--- config.mk ---
export PLATFORM = sky130hd
export DESIGN_NAME = state_pack_poly_tobytes_stream
export DESIGN_NICKNAME = d
export VERILOG_FILES = /design/src/rtl/kyber_pkg.sv /design/src/rtl/poly_tobytes_pack8.sv /design/src/rtl/state_pack_poly_tobytes_stream.sv
export SDC_FILE = /design/constraint.sdc
export NUM_CORES = 1
export LEC_CHECK = 0
export BUFFER_PORTS_ARGS = -buffer_cell sky130_fd_sc_hd__buf_2
export CORE_ASPECT_RATIO = 0.5
export CORE_MARGIN = 3
export CORE_UTILIZATION = 46
export CTS_BUF_LIST = sky130_fd_sc_hd__clkbuf_2 sky130_fd_sc_hd__clkbuf_4 sky130_fd_sc_hd__clkbuf_8
export DETAILED_ROUTE_END_ITERATION = 12
export MAX_ROUTING_LAYER = met4
export PLACE_DENSITY = 0.79
export SETUP_SLACK_MARGIN = 0.5
export SLEW_MARGIN = 10
export SYNTH_ARGS = -nofsm -noshare
export SYNTH_HDL_FRONTEND = slang
export SYNTH_SLANG_ARGS = --single-unit
export TNS_END_PERCENT = 50
--- constraint.sdc ---
create_clock -name clk -period 3.6 [get_ports clk]
set_input_delay 0.72 -clock clk [delete_from_list [all_inputs] [get_ports clk]]
set_output_delay 0.72 -clock clk [all_outputs]
set_load 0.005 [all_outputs]
--- src/rtl/kyber_pkg.sv ---
// Shared Kyber constants plus coefficient/byte indexing and freeze helpers,
// used by both the pack and unpack datapaths.
package kyber_pkg;

  localparam int KYBER_Q         = 3329;
  localparam int KYBER_N         = 256;
  localparam int COEFF_W         = 16;
  localparam int PACKED_W        = 12;
  localparam int COEFFS_PER_BEAT = 8;
  localparam int BYTES_PER_BEAT  = 12;

  function automatic int coeff_msb(input int n);
    return COEFFS_PER_BEAT * COEFF_W - 1 - COEFF_W * n;
  endfunction

  function automatic int byte_msb(input int k);
    return BYTES_PER_BEAT * 8 - 1 - 8 * k;
  endfunction

  // Conditional add of q, keeping only the low 12 bits.
  function automatic logic [PACKED_W-1:0] freeze12(input logic [COEFF_W-1:0] c,
                                                   input logic [COEFF_W-1:0] q);
    logic [COEFF_W-1:0] s;
    s = c + (c[COEFF_W-1] ? q : 16'd0);
    return s[PACKED_W-1:0];
  endfunction

  function automatic logic out_of_range(input logic [COEFF_W-1:0] c,
                                        input logic [COEFF_W-1:0] q);
    return ($signed(c) < -$signed(q)) || ($signed(c) > $signed(q - 16'd1));
  endfunction

endpackage

--- src/rtl/poly_tobytes_pack8.sv ---
// Combinational freeze-and-pack of 8 signed coefficients into 12 bytes,
// with a flag for any coefficient outside [-q, q-1].
module poly_tobytes_pack8
  import kyber_pkg::*;
#(
  parameter int KYBER_Q = 3329
) (
  input  logic [127:0] coeffs_i,
  output logic [95:0]  bytes_o,
  output logic         range_err_o
);

  localparam logic [15:0] Q16 = 16'(KYBER_Q);

  always_comb begin
    logic [11:0] t0;
    logic [11:0] t1;
    bytes_o     = 96'd0;
    range_err_o = 1'b0;
    t0          = 12'd0;
    t1          = 12'd0;
    for (int p = 0; p < 4; p++) begin
      t0 = freeze12(coeffs_i[coeff_msb(2*p) -: 16], Q16);
      t1 = freeze12(coeffs_i[coeff_msb(2*p+1) -: 16], Q16);
      bytes_o[byte_msb(3*p)   -: 8] = t0[7:0];
      bytes_o[byte_msb(3*p+1) -: 8] = {t1[3:0], t0[11:8]};
      bytes_o[byte_msb(3*p+2) -: 8] = t1[11:4];
    end
    for (int n = 0; n < 8; n++) begin
      if (out_of_range(coeffs_i[coeff_msb(n) -: 16], Q16)) begin
        range_err_o = 1'b1;
      end else begin
        range_err_o = range_err_o;
      end
    end
  end

endmodule

--- src/rtl/state_pack_poly_tobytes_stream.sv ---
// Streaming polynomial-to-bytes serializer: one registered valid/ready stage
// carrying 12 packed bytes per beat, framed into 32-beat polynomials.
module state_pack_poly_tobytes_stream
  import kyber_pkg::*;
#(
  parameter int BEATS_PER_POLY = 32,
  parameter int KYBER_Q        = 3329
) (
  input  logic         clk,
  input  logic         rst,
  input  logic         clr,
  input  logic         s_valid,
  output logic         s_ready,
  input  logic [127:0] s_coeffs,
  output logic         m_valid,
  input  logic         m_ready,
  output logic [95:0]  m_bytes,
  output logic         m_last,
  output logic         range_err
);

  localparam int CNT_W = (BEATS_PER_POLY > 1) ? $clog2(BEATS_PER_POLY) : 1;
  localparam logic [CNT_W-1:0] LAST_BEAT = CNT_W'(BEATS_PER_POLY - 1);

  logic [95:0]      packed_s;
  logic             beat_err_s;
  logic             accept_s;
  logic             m_valid_q, m_valid_d;
  logic [95:0]      m_bytes_q, m_bytes_d;
  logic             m_last_q, m_last_d;
  logic             range_err_q, range_err_d;
  logic [CNT_W-1:0] cnt_q, cnt_d;

  poly_tobytes_pack8 #(.KYBER_Q(KYBER_Q)) u_pack (
    .coeffs_i    (s_coeffs),
    .bytes_o     (packed_s),
    .range_err_o (beat_err_s)
  );

  // clr blocks acceptance so a beat presented alongside it is dropped.
  assign s_ready  = !clr && (!m_valid_q || m_ready);
  assign accept_s = s_valid && s_ready;

  always_comb begin
    m_valid_d   = m_valid_q;
    m_bytes_d   = m_bytes_q;
    m_last_d    = m_last_q;
    range_err_d = range_err_q;
    cnt_d       = cnt_q;
    if (clr) begin
      m_valid_d   = 1'b0;
      cnt_d       = '0;
      range_err_d = 1'b0;
    end else if (accept_s) begin
      m_valid_d   = 1'b1;
      m_bytes_d   = packed_s;
      m_last_d    = (cnt_q == LAST_BEAT);
      cnt_d       = (cnt_q == LAST_BEAT) ? '0 : cnt_q + 1'b1;
      range_err_d = range_err_q | beat_err_s;
    end else if (m_ready) begin
      m_valid_d = 1'b0;
    end else begin
      m_valid_d = m_valid_q;
    end
  end

  always_ff @(posedge clk or posedge rst) begin
    if (rst) begin
      m_valid_q   <= 1'b0;
      m_bytes_q   <= 96'd0;
      m_last_q    <= 1'b0;
      range_err_q <= 1'b0;
      cnt_q       <= '0;
    end else begin
      m_valid_q   <= m_valid_d;
      m_bytes_q   <= m_bytes_d;
      m_last_q    <= m_last_d;
      range_err_q <= range_err_d;
      cnt_q       <= cnt_d;
    end
  end

  assign m_valid   = m_valid_q;
  assign m_bytes   = m_bytes_q;
  assign m_last    = m_last_q;
  assign range_err = range_err_q;

endmodule

-- Word level (Yosys, flattened, before mapping)
Index checks and enable logic that the tools add are counted.
- bits in registers: 104
- input port bits: 133
- output and inout bits: 100
- logic and storage cells: 73
- $add $sub $neg: 9
- $lt $le $gt $ge: 16
- equal/unequal tests: 1
- multiplexer cells: 24
- bitwise operators: 2
- reduce and logical (&&, ||, !) cells: 16
- operators by type and width (operator ; count):
    greater-than comparator 16 x 13 -> 1 bit, second input constant ; 8
    < comparator 16 x 13 -> 1 bit, second input constant ; 8
    adder 12 bit ; 8
    2-to-1 mux 12 bit ; 8
    2-to-1 mux 5 bit ; 3
    2-to-1 mux 1 bit ; 13
    logical OR 1 bit ; 9
    adder 5 x 1 -> 5 bit, second input constant ; 1
    == test 5 bit, second input constant ; 1
    nonzero test 3 bit ; 1
    logical AND 1 bit ; 2
    logical NOT 1 bit ; 2
    AND reduction 2 bit ; 1
    nonzero test 2 bit ; 1
    NOT 1 bit ; 1
    bitwise OR 1 bit ; 1

-- Depth between registers and ports, before layout
- depth after elaboration: 13
- depth in mapped cells: 8
- depth with buffers taken out: 8

-- Cells and area by module
From an unflattened synthesis, not the netlist that was laid out.
- cells, all modules: 587
- area, all modules: 6508.7 µm²
- modules (own cells, without submodules) (module ; instances ; cells each ; area each (µm²) ; sequential area each (µm²)):
    state_pack_poly_tobytes_stream ; 1 ; 244 ; 3973.8 ; 2602.5
    poly_tobytes_pack8 ; 1 ; 343 ; 2534.9 ; 0.0

-- Worst setup path after synthesis
OpenSTA, ideal clock, no wires.
- kind: input to register
- start point: in m_ready
- end point: reg range_err_q (netlist: range_err)
- library setup time: 0.142 ns
- arrival: 1.810 ns
- data required time: 3.458 ns
- setup slack: 1.648 ns
- stages: 7
- buffers on the path: 1
- path through: nand2b_1 -> nand3_2 -> buf_2 -> a2111oi_0 -> o311ai_1 -> nor4_2 -> a22oi_1
- longest elaborated chain between the ends: 4
- RTL lines (what ; RTL line ; text):
    start, declared ; state_pack_poly_tobytes_stream.sv:16 ; input logic m_ready,
    logical OR 1 bit ; state_pack_poly_tobytes_stream.sv:41 ; assign s_ready = !clr && (!m_valid_q || m_ready);
    logical AND 1 bit ; state_pack_poly_tobytes_stream.sv:41 ;
    logical AND 1 bit ; state_pack_poly_tobytes_stream.sv:42 ; assign accept_s = s_valid && s_ready;
    nonzero test 2 bit (no line) ; n/a ;
    end signal, assigned ; state_pack_poly_tobytes_stream.sv:78 ; range_err_q <= range_err_d;
    end, declared ; state_pack_poly_tobytes_stream.sv:31 ; logic range_err_q, range_err_d;
No other way between the ends.
A chain may end at the register's enable or synchronous reset.

-- Final worst setup path
- start point: in s_coeffs[118]
- end point: reg range_err_q (netlist: range_err)
- longest elaborated chain between the ends: 13
- elaborated cells on any way between the ends: 14
- those cells by class: 2 x order compare; 10 x mux; 1 x bitwise; 1 x reduce/logical
- RTL lines (what ; RTL line ; text):
    start, declared ; state_pack_poly_tobytes_stream.sv:14 ; input logic [127:0] s_coeffs,
    < comparator 16 x 13 -> 1 bit or greater-than comparator 16 x 13 -> 1 bit (tied branches) ; kyber_pkg.sv:30 ; return ($signed(c) < -$signed(q)) || ($signed(c) > $signed(q - 16'd1));
    logical OR 1 bit (*) ; kyber_pkg.sv:30 ;
    2-to-1 mux 1 bit (*) (8 in a row) ; poly_tobytes_pack8.sv:30 ; if (out_of_range(coeffs_i[coeff_msb(n) -: 16], Q16)) begin
    bitwise OR 1 bit (*) ; state_pack_poly_tobytes_stream.sv:59 ; range_err_d = range_err_q | beat_err_s;
    2-to-1 mux 1 bit (*) ; state_pack_poly_tobytes_stream.sv:54 ; end else if (accept_s) begin
    2-to-1 mux 1 bit (*) ; state_pack_poly_tobytes_stream.sv:50 ; if (clr) begin
Mark *: on every way between the ends. The rest lies on a longest branch, timed or not. The select of a mux whose other input is x is not followed.

==> results_dict.tcl <==
set metrics [dict create \
    status "finished, final reports clean" \
    hold_buffers 0 \
    synthesis.nets 829 \
    die_w_um 170 \
    setup-violations-final 0 \
    critical_path_peak_fanout 4 \
    start_util 0.480 \
    p_leak_nw 3.61 \
    cp-end-kind "register" \
    post_cts_resized 0 \
    syn_area_um2 6200 \
    relSlewSlack 0.567 \
    rsz0062_at_grt "false" \
    synth_cells 662 \
    htreeDepth 3 \
    grt_antenna_before_repair 0 \
    cts_tree "done" \
    p_per_area_nw_per_um2 383 \
    critPathLaunchType "primary input" \
    vias 5689 \
    grt_pass1_wl_um 25000 \
    finalInstanceArea_um2 7720 \
    post_drt_wl_per_cell_um 14.7 \
    fmax_ghz 0.489 \
    tns_ns 0 \
    min_path_type "in -> async" \
    yosys_warnings 0 \
    drtIter0Drc 268 \
    placed_cell_area_um2 7530 \
    worst_pin_slew_ns 0.650 \
    drc 0 \
    synth_edf_count 0 \
    synth.avg_cell_area_um2 9.37 \
    yosysSeqAreaShare 0.420 \
    layoutNonFillerInstCount 1061 \
    ctsLongestPathBuffers 2 \
    required_ns 3.88 \
    crit_type "in -> reg" \
    post_cts.repair.setup_buffers 0 \
    die-area_um2 15000 \
    hold_viol 0 \
    core_um2 12900 \
    cts_buffers 9 \
    area_growth_syn_to_layout_pct 24.5 \
    clk_pin_slew_ns 0.11 \
    layout-drive-gt1-share 0.308 \
    finalNetCount 1053 \
    wirelength_um 15600 \
    grt-ovfl-total 0 \
    dieHeight_um 88.1 \
    antenna_cells 0 \
    ys_seq_elements 104 \
    ys.flop_type "dfrtp_1" \
    drv_slew 0 \
    firstDrtPassIters 4 \
    post-dp-hpwl_um 12200 \
    gp_congestion 0.967 \
    postRouteAntennaNets 0 \
    clock_latency_ns 0.37 \
    ys_types 43 \
    ir_drop_mv 0.235 \
    via_per_inst 5.36 \
    placementRows 29 \
    root_buffer "clkbuf_8" \
    ys_async_sr_fraction 1.00 \
    grt_pass1_vias 5316 \
    fin_skew_ns 0.0161 \
    clock-sinks 104 \
    io_buffers 232 \
    arrival_ns 2.33 \
    drv_cap 0 \
    timing.hold.ws_ns 0.475 \
    ios 233 \
    grt.total_usage 0.210 \
    grt_start_max_net_pins 185 \
    dp_cells 1045 \
    period_needed_ns 2.04 \
    finalCritPeriodShare 0.568 \
]
## through the flow
stage                     power [mW]  worst slack, ns  utilization
after floorplan                 1.84             1.63            -
after global placement          2.25             1.32        0.583
after detailed placement        2.29             1.25        0.583
after CTS                       2.99             1.64        0.598
after global routing            3.15             1.50        0.598
final                           2.95             1.56        0.598
## per-layer routing
layer | up-vias | share of wire | GRT usage
met1 | 2660 | 0.44 | 0.263
li1 | 2835 | - | -
met2 | 169 | 0.49 | 0.350
met4 | 0 | 0.017 | 0.0581
met5 | - | 0 | -
met3 | 25 | 0.055 | 0.0406
## registers in the layout, summed over array words and instances, names as in the netlist
name	count
m_bytes	96
cnt_q	5
m_last	1
m_valid	1
range_err	1
## critical path, stage by stage
cell and delay (ns):
buf_2 0.13, nand4_1 0.15, nor3_1 0.07, a2111oi_0 0.45
a2bb2oi_1 0.55, nor4_2 0.09, a22oi_1 0.16
## synth_stat cells (all sizes together), types with 2 or more instances
library cell  instances  share of area
nor2b                11          0.011
nor2                 20          0.012
a2111oi               3         0.0042
o21bai                8         0.0097
a31oi                 5         0.0050
nand3                30          0.025
mux2                 19          0.035
nand4                16          0.016
o21ai                87          0.070
a2bb2oi               4         0.0056
and4                 11          0.016
buf                  11         0.0089
dfrtp               104           0.42
nand2               110          0.067
a211oi                5         0.0061
nor4                 23          0.024
a21oi                12         0.0097
clkbuf               10         0.0061
xor2                 50          0.071
and3                  8         0.0081
o211ai                8         0.0097
ha                   34          0.069
a21boi                6         0.0073
a21o                  3         0.0036
a41oi                 2         0.0028
xnor2                38          0.054
inv                   4         0.0024
nor3                  8         0.0065
## placed cells by master (no fill, tap or decap), types with 4 or more instances in the layout
cell       count
a211oi_1       5
xnor2_1       38
nor2b_1       11
clkbuf_8      10
and4_1        11
ha_1          34
dfrtp_1      104
nor4_1        22
a21oi_1       12
and3_1         8
nand3_1       29
xor2_1        50
o21bai_1       8
a31oi_1        5
a2bb2oi_1      4
nand4_1       16
mux2_2        19
nor2_1        20
buf_2        232
a21boi_0       6
nand2_1      110
o21ai_0       86
o211ai_1       8
nor3_1         8
## layout make-up
type	count	area, um2
clock buffer	10	138
timing repair buffer	234	1200
fill	1155	5200
multi-input combinational	533	3500
clock inverter	6	48.8
inverter	4	18.8
sequential	104	2600
tap	170	213
## cells by family (layout without fill, tap and decap cells)
group,count (synthesis),in the layout,share of synthesized area
AND/OR/NAND/NOR,244,244,0.195
AO/OA/AOI/OAI,148,148,0.141
flip-flops,104,104,0.420
XOR/XNOR,88,88,0.124
adder cells (fa/ha/maj),34,34,0.0686
buffers and inverters,25,254,0.0174
multiplexers,19,19,0.0345
## power by group
part           leakage [nW]  switching [mW]  total, mW  internal (mW)
clock network        0.0976           0.421      0.701          0.280
registers              1.29           0.108       1.47           1.36
logic                  2.22           0.411      0.782          0.371
total                  3.61           0.941       2.95           2.01
## final timing paths
| path | from | endpoint | slack, ns | cells after the start |
|---|---|---|---|---|
| setup reg to reg | m_valid$_DFFE_PP0P_ | cnt_q[0]$_DFFE_PP0P_ | 1.89 | 5 |
| setup / recovery | s_coeffs[118] | range_err$_DFFE_PP0P_ | 1.56 | 7 |
| min in group clk | m_bytes[63]$_DFFE_PP0P_ | m_bytes[63]$_DFFE_PP0P_ | 0.48 | 2 |
| hold reg to reg | m_bytes[63]$_DFFE_PP0P_ | m_bytes[63]$_DFFE_PP0P_ | 0.48 | 2 |
| max in group asynchronous | rst | m_bytes[16]$_DFFE_PP0P_ | 2.68 | 3 |
| hold / removal | rst | m_bytes[77]$_DFFE_PP0P_ | 0.47 | 3 |
Note: power is estimated with default switching activity, not from simulation.
